### src/rtl/wb_pkg.sv
// Shared types and constants for the writeback stage: FSM state encoding,
// load funct3 codes and the default datapath width.
package wb_pkg;

  typedef enum logic [1:0] {
    IDLE     = 2'd0,
    WAIT_MEM = 2'd1,
    COMMIT   = 2'd2
  } wb_state_t;

  localparam logic [2:0] F3_LB  = 3'b000;
  localparam logic [2:0] F3_LH  = 3'b001;
  localparam logic [2:0] F3_LW  = 3'b010;
  localparam logic [2:0] F3_LBU = 3'b100;
  localparam logic [2:0] F3_LHU = 3'b101;

  localparam int XLEN_DEFAULT = 32;

endpackage

### src/rtl/load_extend.sv
// Combinational load-data extraction: picks the byte/halfword lane addressed
// by the load offset and sign- or zero-extends it according to funct3.
module load_extend
  import wb_pkg::*;
#(
  parameter int XLEN = XLEN_DEFAULT
) (
  input  logic [2:0]      funct3,
  input  logic [1:0]      offset,
  input  logic [XLEN-1:0] word,
  output logic [XLEN-1:0] result
);

  logic [7:0]  byte_lane [4];
  logic [15:0] half_lane [2];
  logic [7:0]  sel_byte;
  logic [15:0] sel_half;

  for (genvar gi = 0; gi < 4; gi++) begin : g_byte
    assign byte_lane[gi] = word[8*gi +: 8];
  end

  for (genvar gi = 0; gi < 2; gi++) begin : g_half
    assign half_lane[gi] = word[16*gi +: 16];
  end

  assign sel_byte = byte_lane[offset];
  assign sel_half = half_lane[offset[1]];

  // Unrecognised codes fall back to a full-word load.
  always_comb begin
    result = word;
    case (funct3)
      F3_LB:   result = {{(XLEN-8){sel_byte[7]}}, sel_byte};
      F3_LBU:  result = {{(XLEN-8){1'b0}}, sel_byte};
      F3_LH:   result = {{(XLEN-16){sel_half[15]}}, sel_half};
      F3_LHU:  result = {{(XLEN-16){1'b0}}, sel_half};
      F3_LW:   result = word;
      default: result = word;
    endcase
  end

endmodule

### src/rtl/writeback_stage.sv
// Writeback stage: retires MEM-stage instructions into the register file,
// waiting for load responses. Optional WB_FORWARD_EN adds EX bypass outputs.
module writeback_stage
  import wb_pkg::*;
#(
  parameter int XLEN  = XLEN_DEFAULT,
  parameter int CNT_W = 32
) (
  input  logic             clock,
  input  logic             reset,
  input  logic             in_valid,
  output logic             in_ready,
  input  logic             reg_write_in,
  input  logic [4:0]       rd_in,
  input  logic             is_load,
  input  logic [2:0]       load_funct3,
  input  logic [XLEN-1:0]  alu_result,
  input  logic             mem_rsp_valid,
  input  logic [XLEN-1:0]  mem_rsp_data,
  output logic             write,
  output logic [4:0]       write_address,
  output logic [XLEN-1:0]  write_data_in,
  output logic [CNT_W-1:0] retire_count,
  output logic             stray_rsp
`ifdef WB_FORWARD_EN
  ,
  output logic             fwd_valid,
  output logic [4:0]       fwd_addr,
  output logic [XLEN-1:0]  fwd_data
`endif
);

  wb_state_t       state_reg, state_next;
  logic [4:0]      pend_rd_reg;
  logic            pend_wr_reg;
  logic [2:0]      pend_f3_reg;
  logic [1:0]      pend_off_reg;
  logic [XLEN-1:0] load_data;
  logic            accept;
  logic            commit_wr;
  logic [4:0]      commit_rd;
  logic [XLEN-1:0] commit_data;

  load_extend #(.XLEN(XLEN)) u_load_extend (
    .funct3 (pend_f3_reg),
    .offset (pend_off_reg),
    .word   (mem_rsp_data),
    .result (load_data)
  );

  assign in_ready = (state_reg != WAIT_MEM);
  assign accept   = in_valid && in_ready;

  // Next state plus the values that will be presented if the next cycle commits.
  always_comb begin
    state_next  = state_reg;
    commit_wr   = 1'b0;
    commit_rd   = '0;
    commit_data = '0;
    case (state_reg)
      IDLE, COMMIT: begin
        if (accept) begin
          if (is_load) begin
            state_next = WAIT_MEM;
          end else begin
            state_next  = COMMIT;
            commit_wr   = reg_write_in;
            commit_rd   = rd_in;
            commit_data = alu_result;
          end
        end else begin
          state_next = IDLE;
        end
      end
      WAIT_MEM: begin
        if (mem_rsp_valid) begin
          state_next  = COMMIT;
          commit_wr   = pend_wr_reg;
          commit_rd   = pend_rd_reg;
          commit_data = load_data;
        end
      end
      default: state_next = IDLE;
    endcase
  end

  always_ff @(posedge clock) begin
    if (reset) begin
      state_reg     <= IDLE;
      write         <= 1'b0;
      write_address <= '0;
      write_data_in <= '0;
      retire_count  <= '0;
      stray_rsp     <= 1'b0;
      pend_rd_reg   <= '0;
      pend_wr_reg   <= 1'b0;
      pend_f3_reg   <= '0;
      pend_off_reg  <= '0;
    end else begin
      state_reg <= state_next;
      write     <= (state_next == COMMIT) && commit_wr && (commit_rd != 5'd0);
      if (state_next == COMMIT) begin
        write_address <= commit_rd;
        write_data_in <= commit_data;
        retire_count  <= retire_count + {{(CNT_W-1){1'b0}}, 1'b1};
      end
      if (accept && is_load) begin
        pend_rd_reg  <= rd_in;
        pend_wr_reg  <= reg_write_in;
        pend_f3_reg  <= load_funct3;
        pend_off_reg <= alu_result[1:0];
      end
      // A response is only expected while a load is outstanding.
      if (mem_rsp_valid && (state_reg != WAIT_MEM)) begin
        stray_rsp <= 1'b1;
      end
    end
  end

`ifdef WB_FORWARD_EN
  assign fwd_valid = write;
  assign fwd_addr  = write ? write_address : 5'd0;
  assign fwd_data  = write ? write_data_in : '0;
`endif

endmodule
### config.mk
export PLATFORM = sky130hd
export DESIGN_NAME = writeback_stage
export DESIGN_NICKNAME = d
export VERILOG_FILES = /design/src/rtl/wb_pkg.sv /design/src/rtl/load_extend.sv /design/src/rtl/writeback_stage.sv
export SDC_FILE = /design/constraint.sdc
export NUM_CORES = 1
export LEC_CHECK = 0
export ABC_AREA = 1
export ABC_CLOCK_PERIOD_IN_PS = 1800
export CORE_ASPECT_RATIO = 0.7
export CORE_MARGIN = 1.5
export CORE_UTILIZATION = 47
export CTS_CLUSTER_DIAMETER = 40
export DETAILED_ROUTE_END_ITERATION = 12
export PLACE_DENSITY = 0.91
export SLEW_MARGIN = 5
export SYNTH_ARGS = -nofsm -noshare
export SYNTH_HDL_FRONTEND = slang
export SYNTH_SLANG_ARGS = --single-unit
### constraint.sdc
create_clock -name clock -period 1.8 [get_ports clock]
set_clock_uncertainty 0.15 [all_clocks]
set_input_delay 0.54 -clock clock [delete_from_list [all_inputs] [get_ports clock]]
set_output_delay 0.54 -clock clock [all_outputs]
set_load 0.01 [all_outputs]
==> run_results.csv, run 1 <==
group,metric,value,unit
worst_setup_path,worst_ep_arrival_time,1.06,ns
drt,wl,16400,um
floorplan,io_pins,150,
final_layout,drive_gt1_share,14.7,%
yosys,async_flop_share,0,%
worst_setup_path,r2r_slack,0.09,ns
worst_setup_path,cp-startpoint,"retire_count[8]",
clock_network,cts-root-buf,"clkbuf_16",
drt,dr.pass1.iters,6,
yosys,synth-simple-area-share,39.1,%
global_route,grt_start_max_net_pins,30,
worst_setup_path,criticalPathCategory,"reg -> out",
clock_network,cts_buffer_depth,2,
floorplan,dieArea,10400,um^2
flow_run,drv_cap,0,
power,peakVddDrop,0.000568,V
status,status,"finished, final reports clean",
yosys,synth_nets,804,
worst_setup_path,endpoint,"retire_count[8]",
yosys,netlist.area_leader.share,36.4,%
timing,tightest_slew,0.402,ns
clock_network,htree_levels,3,
worst_setup_path,r2r_cells,8,
yosys,yosysTopAreaCell,"dfxtp_1",
clock_network,clkTransAtPathRegs,0.06,ns
worst_setup_path,worstSetupEndpointType,"output pin",
timing,setup_violations,0,
worst_setup_path,crit_cells,1,
power,p_leak,3.22,nW
worst_setup_path,path_cells,"dlygate4sd2_1",
yosys,synth_top_family_by_area,"simple AND/OR/NAND/NOR gates",
floorplan,start_util,48.1,%
yosys,synth-xor-area-share,0.568,%
yosys,yosysUniqueCellTypes,38,
final_layout,nets,992,
power,comb_power_share,19.0,%
power,p_switching,1.30,mW
yosys,synth_area_leaders,"dfxtp_1, nand2_1, nor2_1",
yosys,synthCells,725,
timing,min_period_over_period,97.2,%
drt,wire_per_inst,15.7,um
final_layout,diodes,0,
drt,num_vias,5608,
drt,drtIter0Drc,656,
worst_setup_path,r2r-end,"retire_count[30]",
floorplan,rows,30,
worst_setup_path,cp_num_buf_inv,1,
yosys,synthAdderAreaFrac,0.271,%
worst_setup_path,critPathMaxFanout,5,
global_route,grt_first_pass_wirelength,26200,um
yosys,ys_seq_area_share,36.4,%
floorplan,fp.dieW,122,um
timing,hold_viol_final,0,
drt,viasPerCell,5.36,
global_route,grt_pass1_vias,5225,
yosys,yosys_warnings,0,
timing,min_period,1.75,ns
yosys,synthMuxAreaShare,0,%
place,dp_hpwl,12400,um
timing,timing.fmax,571,MHz
timing,slew_viol_final,0,
global_route,grt_overflow,0,
yosys,synth_top_flop_cell,"dfxtp_1",
place,gp_congestion,0.987,
clock_network,clk-insertion-delay-late,0.35,ns
yosys,synth_area,4620,um^2
yosys,synth_enable_flop_cells,0,
clock_network,clock-sinks,84,
final_layout,final_cell_area,6890,um^2
final_layout,top_regs,"retire_count: 32 flops, write_data_in: 32 flops",
final_layout,area_delta_synth_final,49.1,%
power,p_int,3.50,mW
worst_setup_path,critPathMaxStageDelay,0.42,ns
timing,slew_headroom,73.1,%
drt,antenna_left,0,
power,power_density,696,nW/um^2
clock_network,cts_buffers,9,
place,place_area,6490,um^2
yosys,synth_seq_cells,84,
drt,drc,0,
power,seqPwrFrac,41.3,%
yosys,synth-compound-area-share,14.4,%
place,port_buffers,149,
worst_setup_path,reg2reg_from,"retire_count[0]",
power,sw_frac_of_total,27.1,%
power,power.share.clock,39.7,%
worst_setup_path,startpoint_type,"flop",
global_route,grt_use_total,32.3,%
clock_network,cts_tree,"yes",
worst_setup_path,cpLargestDelayFamily,"flip-flops",
global_route,antenna_found_initial,0,
hold_path,hold_path.class,"reg -> reg",
worst_setup_path,crit_required,1.11,ns
worst_setup_path,cpMaxStageDelayCell,"dfxtp_1",
yosys,avgSynthCellArea,6.38,um^2
power,total_power,4.80,mW
floorplan,die_h,86.0,um
floorplan,design.core.area,9610,um^2
final_layout,num-fill-cells,821,
## power groups by stage
stage | Sequential, mW | Clock (mW) | Combinational, mW
2_1_floorplan | 2.03 | 0 | 0.416
3_3_place_gp | 2.02 | 0 | 0.877
3_5_place_dp | 2.02 | 0 | 0.887
4_1_cts | 1.98 | 1.93 | 0.870
5_1_grt | 1.99 | 1.99 | 0.987
6_report | 1.98 | 1.90 | 0.911
## cells by family after synthesis
logic type | Yosys count
DFF | 84
buffers and inverters | 99
AOI/OAI and AO/OA | 119
adders and majority gates | 1
xor gates and xnor gates | 3
and+or+nand+nor | 419
## worst min path at each step
stage	to	startpoint	depth (start not counted)	slack, ns
global route	pend_rd_reg[2]	pend_rd_reg[2]	2	0.34
detailed placement	pend_rd_reg[1]	pend_rd_reg[1]	2	0.30
CTS	pend_rd_reg[0]	pend_rd_reg[0]	2	0.31
finish	pend_rd_reg[0]	pend_rd_reg[0]	2	0.31
global placement	pend_rd_reg[2]	pend_rd_reg[2]	2	0.29
floorplan	pend_rd_reg[1]	pend_rd_reg[1]	2	0.27
## final cells by class
class | count | area (um^2) | area share, %
Multi-Input combinational cell | 543 | 2600 | 37.8
Timing Repair Buffer | 208 | 1860 | 27.0
Tap cell | 128 | 160 | 2.32
Clock buffer | 12 | 256 | 3.72
Inverter | 67 | 259 | 3.76
Sequential cell | 84 | 1700 | 24.7
Clock inverter | 4 | 47.5 | 0.690
## layout by cell type (no fill, tap or decap), types with 7 or more instances in the layout
| cell type | instances |
|---|---|
| o211ai_1 | 10 |
| a31oi_1 | 22 |
| dfxtp_1 | 68 |
| nand2_1 | 223 |
| clkdlybuf4s50_1 | 72 |
| nand4_1 | 7 |
| dfxtp_2 | 15 |
| inv_1 | 56 |
| o21ai_0 | 28 |
| clkbuf_16 | 9 |
| buf_4 | 56 |
| o21ai_1 | 7 |
| dlygate4sd2_1 | 73 |
| nand3_1 | 43 |
| nor3_1 | 9 |
| a21oi_1 | 44 |
| inv_2 | 7 |
| nor2_1 | 104 |
## per-stage QoR
step | utilization (%) | hold WS [ns] | TNS (ns) | setup WS, ns | std cells
global route | 71.7 | 0.344 | -0.00450 | -0.00450 | 1046
floorplan | - | 0.275 | 0 | 0.133 | 725
finish | 71.7 | 0.315 | 0 | 0.0500 | 1046
global placement | 67.5 | 0.286 | -22.31 | -0.370 | 1021
CTS | 70.4 | 0.315 | -0.00145 | -0.00145 | 1039
detailed placement | 67.5 | 0.296 | -25.34 | -0.405 | 1021
## per-layer routing
metal	global-route usage [%]	up-vias	part of all wire (%)
li1	-	2711	-
met1	44.9	2521	45
met2	49.2	329	43
met3	7.78	47	9.9
met4	10.7	0	2.7
met5	0	-	0
## timing repair
action / CTS / global route
hold buffers: 0 / 0
gates resized for setup: 99 / 24
endpoints found under the setup margin: 95 / 61
setup buffers: 2 / 6
pin swaps: 2 / 11
cloned: 0 / 1
## cells in the mapped netlist (4+ instances only)
master / instances
a21oi_1: 45
a31oi_1: 22
buf_2: 11
buf_4: 5
clkbuf_1: 11
dfxtp_1: 84
inv_1: 61
nand2_1: 227
nand2_4: 4
nand3_1: 45
nand4_1: 7
nor2_1: 107
nor2_2: 5
nor3_1: 10
o211ai_1: 10
o21a_1: 4
o21ai_0: 32
(Power assumes the default switching activity.)
==> run 2: changes to the inputs <==
--- a/config.mk
+++ b/config.mk
@@ -13,6 +13,7 @@
 export CTS_CLUSTER_DIAMETER = 40
 export DETAILED_ROUTE_END_ITERATION = 12
 export PLACE_DENSITY = 0.91
+export SKIP_CTS_REPAIR_TIMING = 1
 export SLEW_MARGIN = 5
 export SYNTH_ARGS = -nofsm -noshare
 export SYNTH_HDL_FRONTEND = slang
==> run_results.csv, run 2 (synthesis gave the netlist of run 1 again) <==
group,metric,value,unit
status,status,"finished, final reports clean",
hold_path,hold_path.class,"reg -> reg",
final_layout,diodes,0,
clock_network,cts_buffer_depth,2,
clock_network,cts_tree,"yes",
timing,setup_ws,0.000372,ns
worst_setup_path,cpMostUsedCell,"nor2_1",
global_route,antenna_found_initial,0,
worst_setup_path,crit_required,1.89,ns
floorplan,die_h,86.0,um
drt,wire_per_inst,16.4,um
worst_setup_path,criticalPathCategory,"reg -> reg",
place,dp_hpwl,12400,um
clock_network,clkTransAtPathRegs,0.06,ns
worst_setup_path,worstSetupEndpointType,"flop",
hold_path,hold_end,"pend_rd_reg[0]",
drt,antenna_left,0,
timing,slew_viol_final,0,
final_layout,nets,990,
timing,rsz0062_at_grt,"true",
drt,wl,17100,um
floorplan,start_util,48.1,%
final_layout,layout_common_cells,"nand2_1, nor2_1, dlymetal6s2s_1, clkdlybuf4s50_1, dfxtp_1",
worst_setup_path,cpLargestDelayFamily,"simple AND/OR/NAND/NOR gates",
place,gp_congestion,0.987,
place,port_buffers,149,
clock_network,clk-insertion-delay-late,0.35,ns
timing,timing.fmax,556,MHz
flow_run,drv_cap,0,
timing,min_period_over_period,100,%
drt,dr.pass1.iters,7,
timing,tightest_slew,0.369,ns
drt,num_vias,5678,
floorplan,io_pins,150,
drt,drtIter0Drc,569,
clock_network,htree_levels,3,
hold_path,hold_depth,2,
final_layout,area_delta_synth_final,55.5,%
timing,min_period,1.80,ns
final_layout,num-fill-cells,731,
power,peakVddDrop,0.000573,V
final_layout,drive_gt1_share,15.0,%
worst_setup_path,critPathMaxFanout,5,
power,p_leak,4.20,nW
worst_setup_path,critPathMaxStageDelay,0.37,ns
timing,hold_viol_final,0,
worst_setup_path,cp_num_buf_inv,0,
clock_network,clock-sinks,84,
worst_setup_path,cpMaxStageDelayCell,"dfxtp_2",
timing,whs,0.310,ns
global_route,grt_start_max_net_pins,30,
worst_setup_path,r2r_cells,7,
worst_setup_path,startpoint_type,"flop",
drt,drc,0,
worst_setup_path,r2r_slack,0.0004,ns
final_layout,layout_commonest_cell,"nand2_1",
clock_network,cts-root-buf,"clkbuf_16",
power,power_density,676,nW/um^2
hold_path,hold_start,"pend_rd_reg[0]",
floorplan,dieArea,10400,um^2
worst_setup_path,worst_ep_arrival_time,1.89,ns
global_route,grt_use_total,32.0,%
place,pre_cts_ws,-0.405,ns
floorplan,design.core.area,9610,um^2
worst_setup_path,reg2reg_from,"retire_count[10]",
floorplan,fp.dieW,122,um
drt,viasPerCell,5.44,
global_route,grt_pass1_vias,5201,
clock_network,cts_buffers,9,
floorplan,rows,30,
worst_setup_path,path_cells,"nand2_1 -> nor2_1 -> nand2_1 -> nor2_1 -> nand3_1 -> o21ai_0 -> nor2_1",
worst_setup_path,r2r-end,"retire_count[27]",
global_route,grt_first_pass_wirelength,26000,um
timing,slew_headroom,75.3,%
timing,setup_violations,0,
global_route,grt_overflow,0,
final_layout,top_regs,"retire_count: 32 flops, write_data_in: 32 flops",
==> run 2: through the flow <==
| stage | setup TNS (ns) | power, mW | instances | cell area, um^2 | utilization (%) |
|---|---|---|---|---|---|
| finish | 0 | 4.86 | 1044 | 7190 | 74.8 |
| global route | -0.264 | 5.02 | 1044 | 7190 | 74.8 |
| CTS | -11.80 | 4.80 | 1037 | 6790 | 70.7 |
| detailed placement | -25.34 | 2.90 | 1021 | 6490 | 67.5 |
| global placement | -22.31 | 2.90 | 1021 | 6490 | 67.5 |
| floorplan | 0 | 2.45 | 725 | 4620 | - |
==> run 2: how the worst max path moves through the flow <==
stage | slack, ns | from | to | cells after the start
2_1_floorplan | 0.13 | retire_count[0] | retire_count[30] | 8
3_3_place_gp | -0.37 | mem_rsp_valid | write_data_in[7] | 8
3_5_place_dp | -0.40 | is_load | write_data_in[23] | 8
4_1_cts | -0.28 | state_reg[1] | in_ready | 3
5_1_grt | -0.09 | state_reg[0] | retire_count[27] | 9
6_report | 0.0004 | retire_count[10] | retire_count[27] | 7
==> run 2: final cells by class <==
cell class | count | area [um^2] | share of cell area, %
inverter | 67 | 259 | 3.60
tap | 128 | 160 | 2.23
sequential | 84 | 1700 | 23.7
clock buffer | 12 | 256 | 3.57
multi-input combinational | 543 | 2640 | 36.7
timing repair buffer | 206 | 2120 | 29.5
clock inverter | 4 | 47.5 | 0.661
==> run 2: per-layer routing <==
metal,track usage (%),part of all wire [%]
met5,0,0
met4,11.3,2.2
met3,7.71,10
met2,48.3,44
met1,44.6,43
==> run 2: where the power goes <==
group	internal [mW]	leakage, nW	switching, mW
sequential	1.93	0.692	0.0524
clock	1.15	0.149	0.766
combinational	0.446	3.36	0.516
==> run 2: tightest hold or removal path: cells and delay by family, from the launching register on <==
family | cells | cell delay (ns)
buf+inv | 1 | 0.06
compound gates | 1 | 0.06
flops | 1 | 0.29
==> run 3: changes to the inputs <==
--- a/config.mk
+++ b/config.mk
@@ -7,6 +7,7 @@
 export LEC_CHECK = 0
 export ABC_AREA = 1
 export ABC_CLOCK_PERIOD_IN_PS = 1800
+export CAP_MARGIN = 20
 export CORE_ASPECT_RATIO = 0.7
 export CORE_MARGIN = 1.5
 export CORE_UTILIZATION = 47
@@ -17,4 +18,5 @@
 export SLEW_MARGIN = 5
 export SYNTH_ARGS = -nofsm -noshare
 export SYNTH_HDL_FRONTEND = slang
+export SYNTH_HIERARCHICAL = 1
 export SYNTH_SLANG_ARGS = --single-unit
==> run_results.csv, run 3 <==
group,metric,value,unit
global_route,grt_start_max_net_pins,50,
yosys,synth_top_family_by_area,"simple AND/OR/NAND/NOR gates",
yosys,synthCells,680,
global_route,grt_first_pass_wirelength,24500,um
yosys,synth_area,4620,um^2
power,peakVddDrop,0.000511,V
yosys,synthAdderAreaFrac,0.271,%
floorplan,start_util,48.1,%
floorplan,die_h,86.0,um
clock_network,htree_levels,3,
drt,wl,17500,um
final_layout,utilization,76.4,%
timing,tightest_slew,0.527,ns
floorplan,dieArea,10400,um^2
worst_setup_path,r2r_slack,0.01,ns
timing,timing.fmax,559,MHz
timing,tns,0,ns
drt,wl_met3,1810,um
flow_run,drv_cap,0,
timing,slew_viol_final,0,
clock_network,cts-root-buf,"clkbuf_16",
drt,wl_met2,7700,um
drt,dr.pass1.iters,7,
final_layout,layout_commonest_cell,"nand2_1",
global_route,antenna_found_initial,0,
place,dp_hpwl,11500,um
timing,whs,0.310,ns
clock_network,clkTransAtPathRegs,0.06,ns
hold_path,hold_start,"write_data_in[7]",
timing,slew_headroom,64.8,%
yosys,synth.most_common_cell,"nand2_1",
drt,wire_per_inst,17.4,um
place,port_buffers,149,
floorplan,fp.dieW,122,um
floorplan,design.core.area,9610,um^2
clock_network,clk-insertion-delay-late,0.34,ns
global_route,grt_pass1_vias,4757,
worst_setup_path,r2r_cells,10,
yosys,yosysTopAreaCell,"dfxtp_1",
power,power_density,677,nW/um^2
drt,viasPerCell,5.70,
clock_network,cts_buffer_depth,2,
place,gp_congestion,1.00,
yosys,synth_enable_flop_cells,0,
worst_setup_path,criticalPathCategory,"reg -> reg",
yosys,synth_nets,759,
floorplan,rows,30,
yosys,synth-simple-area-share,37.8,%
final_layout,num-fill-cells,612,
timing,min_period_over_period,99.3,%
worst_setup_path,startpoint_type,"flop",
worst_setup_path,worst_ep_arrival_time,1.91,ns
power,p_leak,4.30,nW
final_layout,top_regs,"retire_count: 32 flops, write_data_in: 32 flops",
global_route,grt_use_total,30.0,%
yosys,synth_top_flop_cell,"dfxtp_1",
drt,drc,0,
yosys,async_flop_share,0,%
drt,m1WireLength,7430,um
final_layout,drive_gt1_share,18.3,%
floorplan,io_pins,150,
worst_setup_path,crit_required,1.92,ns
drt,dr.max_layer_used,"met4",
clock_network,clock-sinks,84,
yosys,synthMuxAreaShare,0,%
hold_path,hold_path.class,"reg -> reg",
worst_setup_path,reg2reg_from,"retire_count[1]",
worst_setup_path,worstSetupEndpointType,"flop",
status,status,"finished, final reports clean",
final_layout,area_delta_synth_final,58.9,%
final_layout,nets,956,
drt,num_vias,5754,
timing,hold_viol_final,0,
yosys,synth-xor-area-share,0.189,%
yosys,yosys_warnings,6,
drt,antenna_left,0,
yosys,avgSynthCellArea,6.80,um^2
clock_network,cts_buffers,9,
yosys,synth_seq_cells,84,
yosys,synthTopCellsByCount,"nand2_1, nor2_1, dfxtp_1",
yosys,synth_area_leaders,"dfxtp_1, nand2_1, nor2_1",
timing,min_period,1.79,ns
yosys,yosysUniqueCellTypes,34,
timing,setup_violations,0,
timing,rsz0062_at_grt,"true",
yosys,synth-compound-area-share,15.4,%
clock_network,cts_tree,"yes",
worst_setup_path,r2r-end,"retire_count[20]",
final_layout,layout_common_cells,"nand2_1, nor2_1, dlymetal6s2s_1, dfxtp_1, clkdlybuf4s50_1",
hold_path,hold_end,"write_data_in[7]",
drt,drtIter0Drc,743,
final_layout,diodes,0,
yosys,ys_seq_area_share,36.4,%
yosys,netlist.area_leader.share,36.4,%
worst_setup_path,critPathMaxFanout,5,
global_route,grt_overflow,0,
hold_path,hold_depth,2,
[run 3: cell types whose count changed after synthesis, moves of 7 or more]
cell | previous run | this run
o211ai_1 | 10 | 2
a22oi_1 | 0 | 33
inv_1 | 61 | 68
nand3_1 | 45 | 56
a31oi_1 | 22 | 1
nor2_1 | 107 | 85
a21oi_1 | 45 | 53
nand3_2 | 1 | 27
nand2_1 | 227 | 166
[run 3: cell type report]
| class | instances | area, um^2 | area share, % |
|---|---|---|---|
| Clock inverter | 6 | 63.8 | 0.869 |
| Multi-Input combinational cell | 493 | 2580 | 35.1 |
| Sequential cell | 84 | 1690 | 23.0 |
| Clock buffer | 10 | 239 | 3.25 |
| Tap cell | 128 | 160 | 2.18 |
| Timing Repair Buffer | 218 | 2340 | 31.9 |
| Inverter | 71 | 273 | 3.71 |
[run 3: how the worst max path moves through the flow]
stage / end / start
final: retire_count[20] / retire_count[1]
after global routing: retire_count[20] / retire_count[1]
after CTS: in_ready / state_reg[1]
after detailed placement: write_data_in[26] / mem_rsp_data[31]
after global placement: write_data_in[27] / mem_rsp_data[23]
after floorplan: write_data_in[16] / mem_rsp_data[31]
[run 3: kinds of logic after synthesis]
family | Yosys count
xor gates and xnor gates | 1
DFF | 84
buffers and inverters | 103
and+or+nand+nor | 368
adders and majority gates | 1
AOI/OAI and AO/OA | 123
[run 3: metal layers]
layer  vias up  track usage [%]
li1       2625                -
met1      2663             43.7
met2       402             44.5
met3        64             6.18
met4         0             9.09
met5         -                0
[run 3: where the power goes]
part	switching [mW]	internal, mW
clock network	0.778	1.11
logic	0.554	0.542
registers	0.0505	1.94
[run 3: per-stage QoR]
step	power [mW]	worst slack [ns]	area (um^2)	instances
global route	5.15	-0.0827	7350	1010
detailed placement	3.01	-0.472	6610	986
finish	4.97	0.0119	7350	1010
global placement	2.99	-0.417	6610	986
CTS	4.87	-0.280	6910	1002
floorplan	2.51	0.166	4620	680
[run 3: worst max-delay path, stage by stage, from the launching register on]
cell and delay, ns:
dfxtp_2 0.35, ha_2 0.20, nand2_2 0.07, nor2_4 0.18, buf_6 0.14, nand3_4 0.10, nor2_4 0.18, nand2_1 0.09
nand2_1 0.08, nand2_1 0.05, nor2_1 0.12
